--- src/rtl/seven_segment_reader.sv ---
// Samples the segment and digit-select lines of a scanned 4-digit 7-segment display and
// rebuilds complete BCD frames, handed to a consumer through a valid/ready handshake.
module seven_segment_reader #(
    parameter int unsigned STABLE_CYCLES = 4
) (
    input  logic        clk,
    input  logic        rst,
    input  logic [6:0]  SegIn,
    input  logic [3:0]  DigitSel,
    input  logic        FrameReady,
    output logic [15:0] BCDOut,
    output logic [3:0]  DigitErr,
    output logic        FrameValid,
    output logic        Overrun
);

    typedef enum logic [1:0] {
        ST_IDLE   = 2'd0,
        ST_SETTLE = 2'd1,
        ST_HELD   = 2'd2
    } state_t;

    localparam logic [3:0] STABLE_CNT = 4'(STABLE_CYCLES);

    // Returns {error, code} for one segment pattern {a,b,c,d,e,f,g}.
    function automatic logic [4:0] decode_seg(input logic [6:0] seg);
        logic [4:0] r;
        case (seg)
            7'b1111110: r = {1'b0, 4'h0};
            7'b0110000: r = {1'b0, 4'h1};
            7'b1101101: r = {1'b0, 4'h2};
            7'b1111001: r = {1'b0, 4'h3};
            7'b0110011: r = {1'b0, 4'h4};
            7'b1011011: r = {1'b0, 4'h5};
            7'b1011111: r = {1'b0, 4'h6};
            7'b1110000: r = {1'b0, 4'h7};
            7'b1111111: r = {1'b0, 4'h8};
            7'b1111011: r = {1'b0, 4'h9};
            7'b0000000: r = {1'b0, 4'hF};
            default:    r = {1'b1, 4'hE};
        endcase
        return r;
    endfunction

    function automatic logic is_onehot(input logic [3:0] v);
        return (v != 4'd0) && ((v & (v - 4'd1)) == 4'd0);
    endfunction

    logic [6:0]  seg_meta_q, seg_sync_q;
    logic [3:0]  sel_meta_q, sel_sync_q;
    logic [10:0] prev_q;
    state_t      state_q, state_d;
    logic [3:0]  cnt_q, cnt_d;
    logic [3:0]  cnt_inc_s;
    logic [15:0] slot_code_q, slot_code_d;
    logic [3:0]  slot_err_q, slot_err_d;
    logic [3:0]  mask_q, mask_d;
    logic [15:0] bcd_q, bcd_d;
    logic [3:0]  err_q, err_d;
    logic        valid_q, valid_d;
    logic        ovr_q, ovr_d;
    logic        onehot_s, same_s, cap_s, frame_full_s;
    logic [4:0]  dec_s;

    assign onehot_s     = is_onehot(sel_sync_q);
    assign same_s       = ({seg_sync_q, sel_sync_q} == prev_q);
    assign dec_s        = decode_seg(seg_sync_q);
    assign frame_full_s = &mask_q;
    assign cnt_inc_s    = (cnt_q == 4'hF) ? 4'hF : (cnt_q + 4'd1);

    // Two-flop synchronizers for the display lines, which run off their own clock.
    always_ff @(posedge clk or negedge rst) begin
        if (!rst) begin
            seg_meta_q <= 7'd0;
            seg_sync_q <= 7'd0;
            sel_meta_q <= 4'd0;
            sel_sync_q <= 4'd0;
        end else begin
            seg_meta_q <= SegIn;
            seg_sync_q <= seg_meta_q;
            sel_meta_q <= DigitSel;
            sel_sync_q <= sel_meta_q;
        end
    end

    // Stability FSM: a change always drops back to IDLE and re-qualifies the same sample.
    always_comb begin
        state_d = state_q;
        cnt_d   = cnt_q;
        cap_s   = 1'b0;
        case (state_q)
            ST_IDLE: begin
                if (onehot_s) begin
                    state_d = ST_SETTLE;
                    cnt_d   = 4'd1;
                end else begin
                    state_d = ST_IDLE;
                    cnt_d   = 4'd0;
                end
            end
            ST_SETTLE: begin
                if (same_s) begin
                    cnt_d = cnt_inc_s;
                    if (cnt_inc_s >= STABLE_CNT) begin
                        cap_s   = 1'b1;
                        state_d = ST_HELD;
                    end else begin
                        state_d = ST_SETTLE;
                    end
                end else if (onehot_s) begin
                    state_d = ST_SETTLE;
                    cnt_d   = 4'd1;
                end else begin
                    state_d = ST_IDLE;
                    cnt_d   = 4'd0;
                end
            end
            ST_HELD: begin
                if (same_s) begin
                    state_d = ST_HELD;
                end else if (onehot_s) begin
                    state_d = ST_SETTLE;
                    cnt_d   = 4'd1;
                end else begin
                    state_d = ST_IDLE;
                    cnt_d   = 4'd0;
                end
            end
            default: begin
                state_d = ST_IDLE;
                cnt_d   = 4'd0;
            end
        endcase
    end

    // Slot capture; the one-hot select doubles as the write enable per digit.
    always_comb begin
        slot_code_d = slot_code_q;
        slot_err_d  = slot_err_q;
        for (int i = 0; i < 4; i++) begin
            if (cap_s && sel_sync_q[i]) begin
                slot_code_d[4*i +: 4] = dec_s[3:0];
                slot_err_d[i]         = dec_s[4];
            end else begin
                slot_code_d[4*i +: 4] = slot_code_q[4*i +: 4];
                slot_err_d[i]         = slot_err_q[i];
            end
        end
        mask_d = (frame_full_s ? 4'd0 : mask_q) | (cap_s ? sel_sync_q : 4'd0);
    end

    // Frame hand-off: load when the output is free or being accepted, otherwise drop.
    always_comb begin
        bcd_d   = bcd_q;
        err_d   = err_q;
        valid_d = valid_q;
        ovr_d   = ovr_q;
        if (frame_full_s) begin
            if (!valid_q || FrameReady) begin
                bcd_d   = slot_code_q;
                err_d   = slot_err_q;
                valid_d = 1'b1;
            end else begin
                ovr_d = 1'b1;
            end
        end else if (valid_q && FrameReady) begin
            valid_d = 1'b0;
        end else begin
            valid_d = valid_q;
        end
    end

    // State, slot and output registers.
    always_ff @(posedge clk or negedge rst) begin
        if (!rst) begin
            prev_q      <= 11'd0;
            state_q     <= ST_IDLE;
            cnt_q       <= 4'd0;
            slot_code_q <= 16'hFFFF;
            slot_err_q  <= 4'd0;
            mask_q      <= 4'd0;
            bcd_q       <= 16'hFFFF;
            err_q       <= 4'd0;
            valid_q     <= 1'b0;
            ovr_q       <= 1'b0;
        end else begin
            prev_q      <= {seg_sync_q, sel_sync_q};
            state_q     <= state_d;
            cnt_q       <= cnt_d;
            slot_code_q <= slot_code_d;
            slot_err_q  <= slot_err_d;
            mask_q      <= mask_d;
            bcd_q       <= bcd_d;
            err_q       <= err_d;
            valid_q     <= valid_d;
            ovr_q       <= ovr_d;
        end
    end

    assign BCDOut     = bcd_q;
    assign DigitErr   = err_q;
    assign FrameValid = valid_q;
    assign Overrun    = ovr_q;

endmodule
--- config.mk ---
export PLATFORM = sky130hd
export DESIGN_NAME = seven_segment_reader
export DESIGN_NICKNAME = d
export VERILOG_FILES = /design/src/rtl/seven_segment_reader.sv
export SDC_FILE = /design/constraint.sdc
export NUM_CORES = 1
export LEC_CHECK = 0
export BUFFER_PORTS_ARGS = -buffer_cell sky130_fd_sc_hd__buf_2
export CAP_MARGIN = 10
export CORE_MARGIN = 1.5
export CORE_UTILIZATION = 55
export DETAILED_ROUTE_END_ITERATION = 12
export PLACE_DENSITY = 0.75
export SYNTH_ARGS = -nofsm -noshare
export SYNTH_HDL_FRONTEND = slang
export SYNTH_SLANG_ARGS = --single-unit
--- constraint.sdc ---
create_clock -name clk -period 3.5 [get_ports clk]
set_clock_uncertainty 0.2 [all_clocks]
set_input_delay 0.7 -clock clk [delete_from_list [all_inputs] [get_ports clk]]
set_output_delay 0.7 -clock clk [all_outputs]
set_load 0.05 [all_outputs]
==> results of run 1 <==
-- worst max-delay path, cell delays in order (launching register included) --
cell	delay [ns]
dfrtp_1	0.43
ha_1	0.26
and2_1	0.19
a21oi_1	0.22
o21a_1	0.51
nand3_1	0.34
mux2_2	0.35
-- worst paths after layout --
path	from	endpoint	depth (start not counted)
max	cnt_q[0]	slot_code_q[12]	6
min reg2reg	seg_meta_q[0]	seg_sync_q[0]	0
max reg2reg	cnt_q[0]	slot_code_q[12]	6
max in group asynchronous	rst	seg_sync_q[5]	1
min in group asynchronous	rst	DigitErr[1]	1
min	seg_meta_q[0]	seg_sync_q[0]	0
-- placed cells by master, fill, tap and decap left out, drive strengths merged, types with 3 or more instances in the layout --
cell,n
dfstp,32
inv,4
nand3,8
o21ai,7
nand2,22
o21a,3
mux2,28
buf,37
nand2b,3
clkbuf,12
dfrtp,53
a21oi,6
xnor2,4
nor2,9
nor2b,5
mux2i,5
a31oi,16
nor4,7
xor2,9
-- cells by family (layout without fill, tap and decap cells) --
logic type	count (synthesis)	count (layout)	synth area share
simple gates	71	71	0.1203
mux	33	33	0.1052
flops	85	85	0.6239
xor+xnor	13	13	0.03495
compound gates	41	41	0.07493
buf+inv	22	57	0.03422
fa+ha+maj	2	2	0.006484
-- power breakdown --
part | switching, mW | internal, mW
Clock | 0.321 | 0.347
Combinational | 0.0432 | 0.0258
Sequential | 0.0247 | 1.00
-- registers in the layout, summed over array words and instances, names as in the netlist --
signal,cells
state_q,2
slot_code_q,16
seg_meta_q,7
slot_err_q,4
FrameValid,1
mask_q,4
seg_sync_q,7
cnt_q,4
BCDOut,16
sel_sync_q,4
sel_meta_q,4
DigitErr,4
prev_q,11
Overrun,1
-- metal layers --
layer | wire length (um) | part of all wire | vias up
met1 | 2758 | 0.50 | 1046
met3 | 192 | 0.035 | 12
li1 | - | - | 993
met5 | 0 | 0 | -
met2 | 2484 | 0.45 | 54
met4 | 118 | 0.021 | 0
-- stage by stage --
stage          power, mW    util  hold slack [ns]  setup WS, ns
2_1_floorplan      1.086       -           0.1312         1.216
5_1_grt            1.836  0.6387           0.1608        0.7545
6_report           1.767  0.6387           0.1504        0.9332
3_5_place_dp       1.118  0.6067           0.1347        0.9478
4_1_cts            1.787  0.6387           0.1529        0.9420
3_3_place_gp       1.115  0.6067           0.1321        0.9524
-- area by class of cell --
type / instances / area (um^2)
fillers: 470 / 2177
inverters: 4 / 15.01
flip-flops and latches: 85 / 2167
clock buffers: 12 / 145.1
well taps: 75 / 93.84
clock inverters: 4 / 47.55
multi-input cells: 160 / 1187
repair buffers: 37 / 192.7
==> run metrics, run 1 <==
first-pass GRT wire length just over 9000 um; Max clock buf depth 2; Root Buffer clkbuf_8; CTS sink cnt 85; Critical Path RT 3.58 ns; async set-reset flop share out of synthesis 1.000; total vias in the final route 2105; register area share after synthesis 0.6239; final non-filler cell total 377; synthesized flop and latch total 85; GPL Wtd Cong 0.8378; M1 GR Usage 0.2655; normalized max-slew margin 0.3327; area grow syn2layout 10.81%; internal reg-to-reg setup slack between 0.9 and 1 ns; layout cell share with drive strength beyond 1 0.3775; crit path launch type flip-flop; post-CTS setup buffers 0; Synth warnings 0; row count 28; minimum clock period 2.567 ns; DR pass1 iterations 4; met2 GRT Util 0.2610; Resized Gates After CTS 0; largest net degree at the start of global routing 86; post-route cell area 3849 um^2; core area approximately 6000 um^2; period utilization 0.7334; DP HPWL 3719 um; Max Cap Violations 0; Pleak 1.751 nW; clk_lat worst skew approximately 0.35 ns; final hold vios 0; peak supply drop 328.6 uV; met3 Usage GRT 0.03626; mapped cell area 3473 um^2; PD cells 459.0 nW/um^2; DRC violations left 0; Mean Syn Cell Area between 10 and 15 um^2; Most Crowded Layer GR met1; Buffers on Ports 35; crit path kind flip-flop to flip-flop; Placed Cells 361; EDFF count, synth 0; Main synth FF type dfrtp_1; DR iter-0 viols ~150; Netlist cell types just under 50; clk slew on worst S/H paths 0.08 ns; Max Clk Rate 0.3896 GHz; final net count 312; die width about 82 um; CTS HTree Levels 3; Synth Instances 267; status finished, final reports clean; setup TNS 0 ns; CTS Buf Count 9; Tot GR Track Use 0.1831; number of vias per cell about 5.6; wirelength, routed between 5000 and 6000 um; hold crit path type flip-flop to flip-flop; initial antenna violation count 0; Max FO, Critical Path 13; die footprint between 6000 and 7000 um^2; initial core utilization 0.5764; largest area contributor in the netlist dfrtp_1; measured slew at the worst slew-check pin ~1.0 ns; max-slew violation count 0; IO Pins 36; cts hold-fix bufs 0; share of the synthesized area in the top cell type 0.3818; crit path capture type flip-flop; unrepaired setup endpoints after global routing false; most frequent cell after synthesis dfrtp_1; Congestion Overflow GR 0; Post-synth top cells 53 x dfrtp_1, 32 x dfstp_2, 24 x mux2_2; largest cells by area after synthesis dfrtp_1 38%, dfstp_2 24%, mux2_2 7.8%; Data arrival, critical path 2.65 ns; WL/cell ~15 um; Post-DP Area around 3700 um^2; antenna viol nets, final 0; Syn Nets about 280; vias in the first global route just under 2000; Setup-failing EPs final 0; Antenna Cells 0; CTS tree done; die height about 82 um
Note: power is estimated with default switching activity, not from simulation.
==> run 2, diff against run 1 <==
- CORE_UTILIZATION: 55 -> 52
- clock period: 3.5 -> 2.12 ns (I/O delays scaled with it)
==> run metrics, run 2 (synthesis results as in run 1) <==
peak supply drop 605.8 uV; most frequent cells in the layout 53 x dfrtp_1, 34 x buf_2, 32 x dfstp_2; unrepaired setup endpoints after global routing true; Pleak 2.025 nW; Tot GR Track Use 0.2021; DR pass1 iterations 4; CTS sink cnt 85; first-pass GRT wire length 11290 um; post-layout worst setup margin -0.1472 ns; DR iter-0 viols around 220; minimum clock period 2.267 ns; Max Clk Rate 0.4411 GHz; final net count 357; hold crit path type flip-flop to flip-flop; Critical Path RT 2.20 ns; die footprint slightly above 7000 um^2; max-slew violation count 0; crit path cell chain xor2_1 > or4_4 > nor3_4 > buf_6 > buf_6 > nand3_4 > mux2_4; period utilization 1.069; most common cell after layout, fill and taps aside dfrtp_1; DRC violations left 0; Slowest Stage Delay on Critical Path around 0.55 ns; layout cell share with drive strength beyond 1 0.4697; IO Pins 36; failing checks negative setup slack; row count 29; initial antenna violation count 0; die width 84.73 um; crit path launch type flip-flop; Max FO, Critical Path 4; setup slack at placement -0.1331 ns; Tot Pwr 3.262 mW; PD cells 737.6 nW/um^2; total vias in the final route 2311; number of vias per cell between 5 and 6; Setup-failing EPs final 19; Max Cap Violations 0; Fillers approximately 440; Data arrival, critical path 2.35 ns; wirelength, routed roughly 6700 um; core area 6386 um^2; antenna viol nets, final 0; DP HPWL 4506 um; Max clock buf depth 2; initial core utilization 0.5439; clk_lat worst skew approximately 0.35 ns; normalized max-slew margin 0.6387; Antenna Cells 0; Buffers on Ports 35; Congestion Overflow GR 0; CTS HTree Levels 3; largest net degree at the start of global routing 31; final hold vios 0; area grow syn2layout 27.31%; die height 84.73 um; crit path capture type flip-flop; area of the multi-input gates 1257 um^2; Root Buffer clkbuf_8; clk slew on worst S/H paths 0.09 ns; register area 2167 um^2; Critical-path top delay cell or4_4; GPL Wtd Cong 0.8286; CTS tree done; CTS Buf Count 9; cell mode on critical path buf_6; vias in the first global route 2384; status finished, violations left; setup TNS -1.308 ns; measured slew at the worst slew-check pin around 0.54 ns; crit path kind flip-flop to flip-flop; fin util 0.6924; WL/cell 15.84 um
run 2: cell count changes in the layout (fill, tap and decap cells not counted), sizes merged:
| cell | delta |
|---|---|
| clkbuf | -2 |
| clkinvlp | +1 |
| buf | +33 |
| dlygate4sd3 | +12 |
| clkinv | -1 |
| bufinv | +2 |
run 2: cell type report:
| type | instances | share of cell area |
|---|---|---|
| sequential | 85 | 0.4901 |
| clock buffer | 10 | 0.03113 |
| tap | 77 | 0.02179 |
| multi-input combinational | 160 | 0.2844 |
| clock inverter | 6 | 0.02490 |
| timing repair buffer | 82 | 0.1443 |
| inverter | 4 | 0.003396 |
run 2: critical path, delay by kind of cell (launching register included):
kind / cells / cell delay, ns
AND/OR/NAND/NOR: 3 / 0.87
flip-flops: 1 / 0.39
multiplexers: 1 / 0.32
buffers and inverters: 2 / 0.25
XOR/XNOR: 1 / 0.18
run 2: power breakdown:
group | switching, mW | leakage (nW) | internal [mW] | total (mW)
Combinational | 0.112 | 0.916 | 0.0911 | 0.203
Clock | 0.567 | 0.119 | 0.812 | 1.38
Sequential | 0.0205 | 0.991 | 1.66 | 1.68
Total | 0.700 | 2.03 | 2.56 | 3.26
run 2: what timing repair did:
action,4_1_cts,5_1_grt
setup buffers,3,3
hold endpoints to repair,24,0
gates cloned,0,0
resized for setup,10,11
hold buffers,12,0
setup endpoints to repair,20,28
pin swaps,1,2
run 2: metal layers:
layer | share of wire | vias to the layer above | GRT usage | routed length (um)
li1 | - | 1087 | - | -
met1 | 0.43 | 1133 | 0.2624 | 2892
met2 | 0.49 | 73 | 0.3240 | 3282
met3 | 0.053 | 18 | 0.05211 | 355
met4 | 0.027 | 0 | 0.08651 | 184
met5 | 0 | - | 0 | 0
run 2: final timing paths:
check,from,end,slack (ns),depth (start not counted)
max in group asynchronous,rst,slot_code_q[13],0.85,3
min,sel_meta_q[1],sel_sync_q[1],0.15,0
min in group asynchronous,rst,FrameValid,0.32,2
max,sel_sync_q[3],slot_code_q[4],-0.15,7
min reg2reg,sel_meta_q[1],sel_sync_q[1],0.15,0
max reg2reg,sel_sync_q[3],slot_code_q[4],-0.15,7
run 2: stage by stage:
step / std cells / area, um^2 / hold slack [ns]
floorplan: 267 / 3498 / -0.07159
global placement: 390 / 3924 / 0.1325
detailed placement: 390 / 3924 / 0.1347
CTS: 421 / 4362 / 0.1529
global route: 424 / 4422 / 0.1559
finish: 424 / 4422 / 0.1510
==> run 3, diff against run 2 <==
- CORE_ASPECT_RATIO: not set -> 0.75
- GPL_TIMING_DRIVEN: not set -> 0
==> run metrics, run 3 (synthesis results as in run 1) <==
initial antenna violation count 0; cell mode on critical path buf_6; CP top delay family simple AND/OR/NAND/NOR gates; Setup-failing EPs final 27; normalized max-slew margin 0.4292; crit path cell chain buf_6 > xor2_2 > or4_4 > nor3_4 > buf_6 > buf_6 > a31oi_1 > a31oi_1; Max FO, Critical Path 10; CTS HTree Levels 3; largest net degree at the start of global routing slightly above 60; total vias in the final route between 2000 and 2500; crit path kind flip-flop to flip-flop; hold crit path type flip-flop to flip-flop; fin util 0.6931; measured slew at the worst slew-check pin 0.8472 ns; Tot Pwr 2.974 mW; internal reg-to-reg setup slack -0.22 ns; clk slew on worst S/H paths 0.09 ns; highest routed metal layer met4; setup slack at placement -0.4193 ns; Max clock buf depth 2; clk_lat worst skew 0.37 ns; initial core utilization 0.5443; period utilization 1.106; PD cells 672.3 nW/um^2; met2 WL post-DR around 3500 um; unrepaired setup endpoints after global routing true; antenna viol nets, final 0; failing checks negative setup slack; CTS sink cnt 85; Slowest Stage Delay on Critical Path around 0.55 ns; min-delay src seg_meta_q[0]; number of vias per cell around 5.6; Congestion Overflow GR 0; first-pass GRT wire length 11550 um; Max Cap Violations 0; post-layout worst setup margin -0.2246 ns; wirelength, routed 7115 um; status finished, violations left; CTS Buf Count 9; DR iter-0 viols 154; most frequent cells in the layout 53 x dfrtp_1, 36 x buf_2, 32 x dfstp_2; final hold vios 0; area grow syn2layout 27.34%; met3 wire len between 300 and 400 um; peak supply drop 504.5 uV; setup TNS -4.195 ns; die footprint 7184 um^2; minimum clock period 2.345 ns; Root Buffer clkbuf_8; max-slew violation count 0; worst reg2reg path depth 8; core area 6381 um^2; Tot GR Track Use 0.2135; Buffers on Ports 35; Critical-path top delay cell or4_4; die width 97.37 um; Max Clk Rate 0.4265 GHz; DR pass1 iterations 4; Hold Crit Depth 0; DRC violations left 0; layout cell share with drive strength beyond 1 0.4900; DP HPWL 4417 um; crit path launch type flip-flop; Data arrival, critical path 2.43 ns; most common cell after layout, fill and taps aside dfrtp_1; die height 73.78 um; Crit path buffers/inverters 3; IO Pins 36; M1 WL 3082 um; CTS tree done; row count 25; Antenna Cells 0; crit path capture type flip-flop; Pleak between 2 and 2.5 nW; vias in the first global route 2376; WL/cell 16.55 um; Reg-to-Reg Start seg_sync_q[0]; hold endpoint seg_sync_q[0]; GPL Wtd Cong 0.8809; reg-to-reg endpoint slot_code_q[6]; Critical Path RT approximately 2.2 ns; hold_ws 0.1447 ns; final net count 359
[run 3: cell types whose count changed in the layout (fill, tap and decap cells not counted), moves of 3 or more]
cell	change
xor2_1	-3
xor2_2	+3
buf_12	-5
inv_6	+4
buf_4	-7
bufinv_16	-3
buf_6	+7
[run 3: metrics by stage]
stage / cells / instance area, um^2
floorplan: 267 / 3498
global placement: 383 / 3775
detailed placement: 384 / 3805
CTS: 425 / 4323
global route: 430 / 4423
finish: 430 / 4423
[run 3: how the worst max path moves through the flow]
stage	startpoint	endpoint	slack [ns]	cells past startpoint
final	seg_sync_q[0]	slot_code_q[6]	-0.22	8
after global routing	seg_sync_q[0]	slot_code_q[1]	-0.28	8
after CTS	sel_sync_q[0]	slot_code_q[7]	-0.19	7
after detailed placement	seg_sync_q[4]	slot_code_q[1]	-0.42	7
after global placement	seg_sync_q[4]	slot_code_q[6]	-0.37	7
after floorplan	sel_sync_q[3]	slot_code_q[11]	-0.11	7
[run 3: cell type report]
| class | count | area (um^2) |
|---|---|---|
| sequential | 85 | 2167 |
| timing repair buffer | 66 | 467.9 |
| clock buffer | 9 | 123.9 |
| clock inverter | 7 | 56.30 |
| buffer | 18 | 161.4 |
| inverter | 4 | 15.01 |
| fill | 443 | 1958 |
| tap | 81 | 101.3 |
| multi-input combinational | 160 | 1330 |
[run 3: power breakdown]
group          internal, mW  switching (mW)  total (mW)
clock network         0.446           0.616        1.06
logic                 0.105           0.126       0.231
registers              1.66          0.0211        1.68
[run 3: what timing repair did]
item / 4_1_cts / 5_1_grt
gates cloned: 1 / 0
setup endpoints to repair: 30 / 45
hold buffers: 12 / 0
setup buffers: 12 / 5
endpoints found under the hold margin: 35 / 0
resized for setup: 32 / 22
pin swaps: 9 / 5
[run 3: routing by layer]
metal | vias up | GRT usage
met5 | - | 0
met4 | 0 | 0.1222
met3 | 20 | 0.05423
met2 | 78 | 0.3356
met1 | 1197 | 0.2750
li1 | 1094 | -
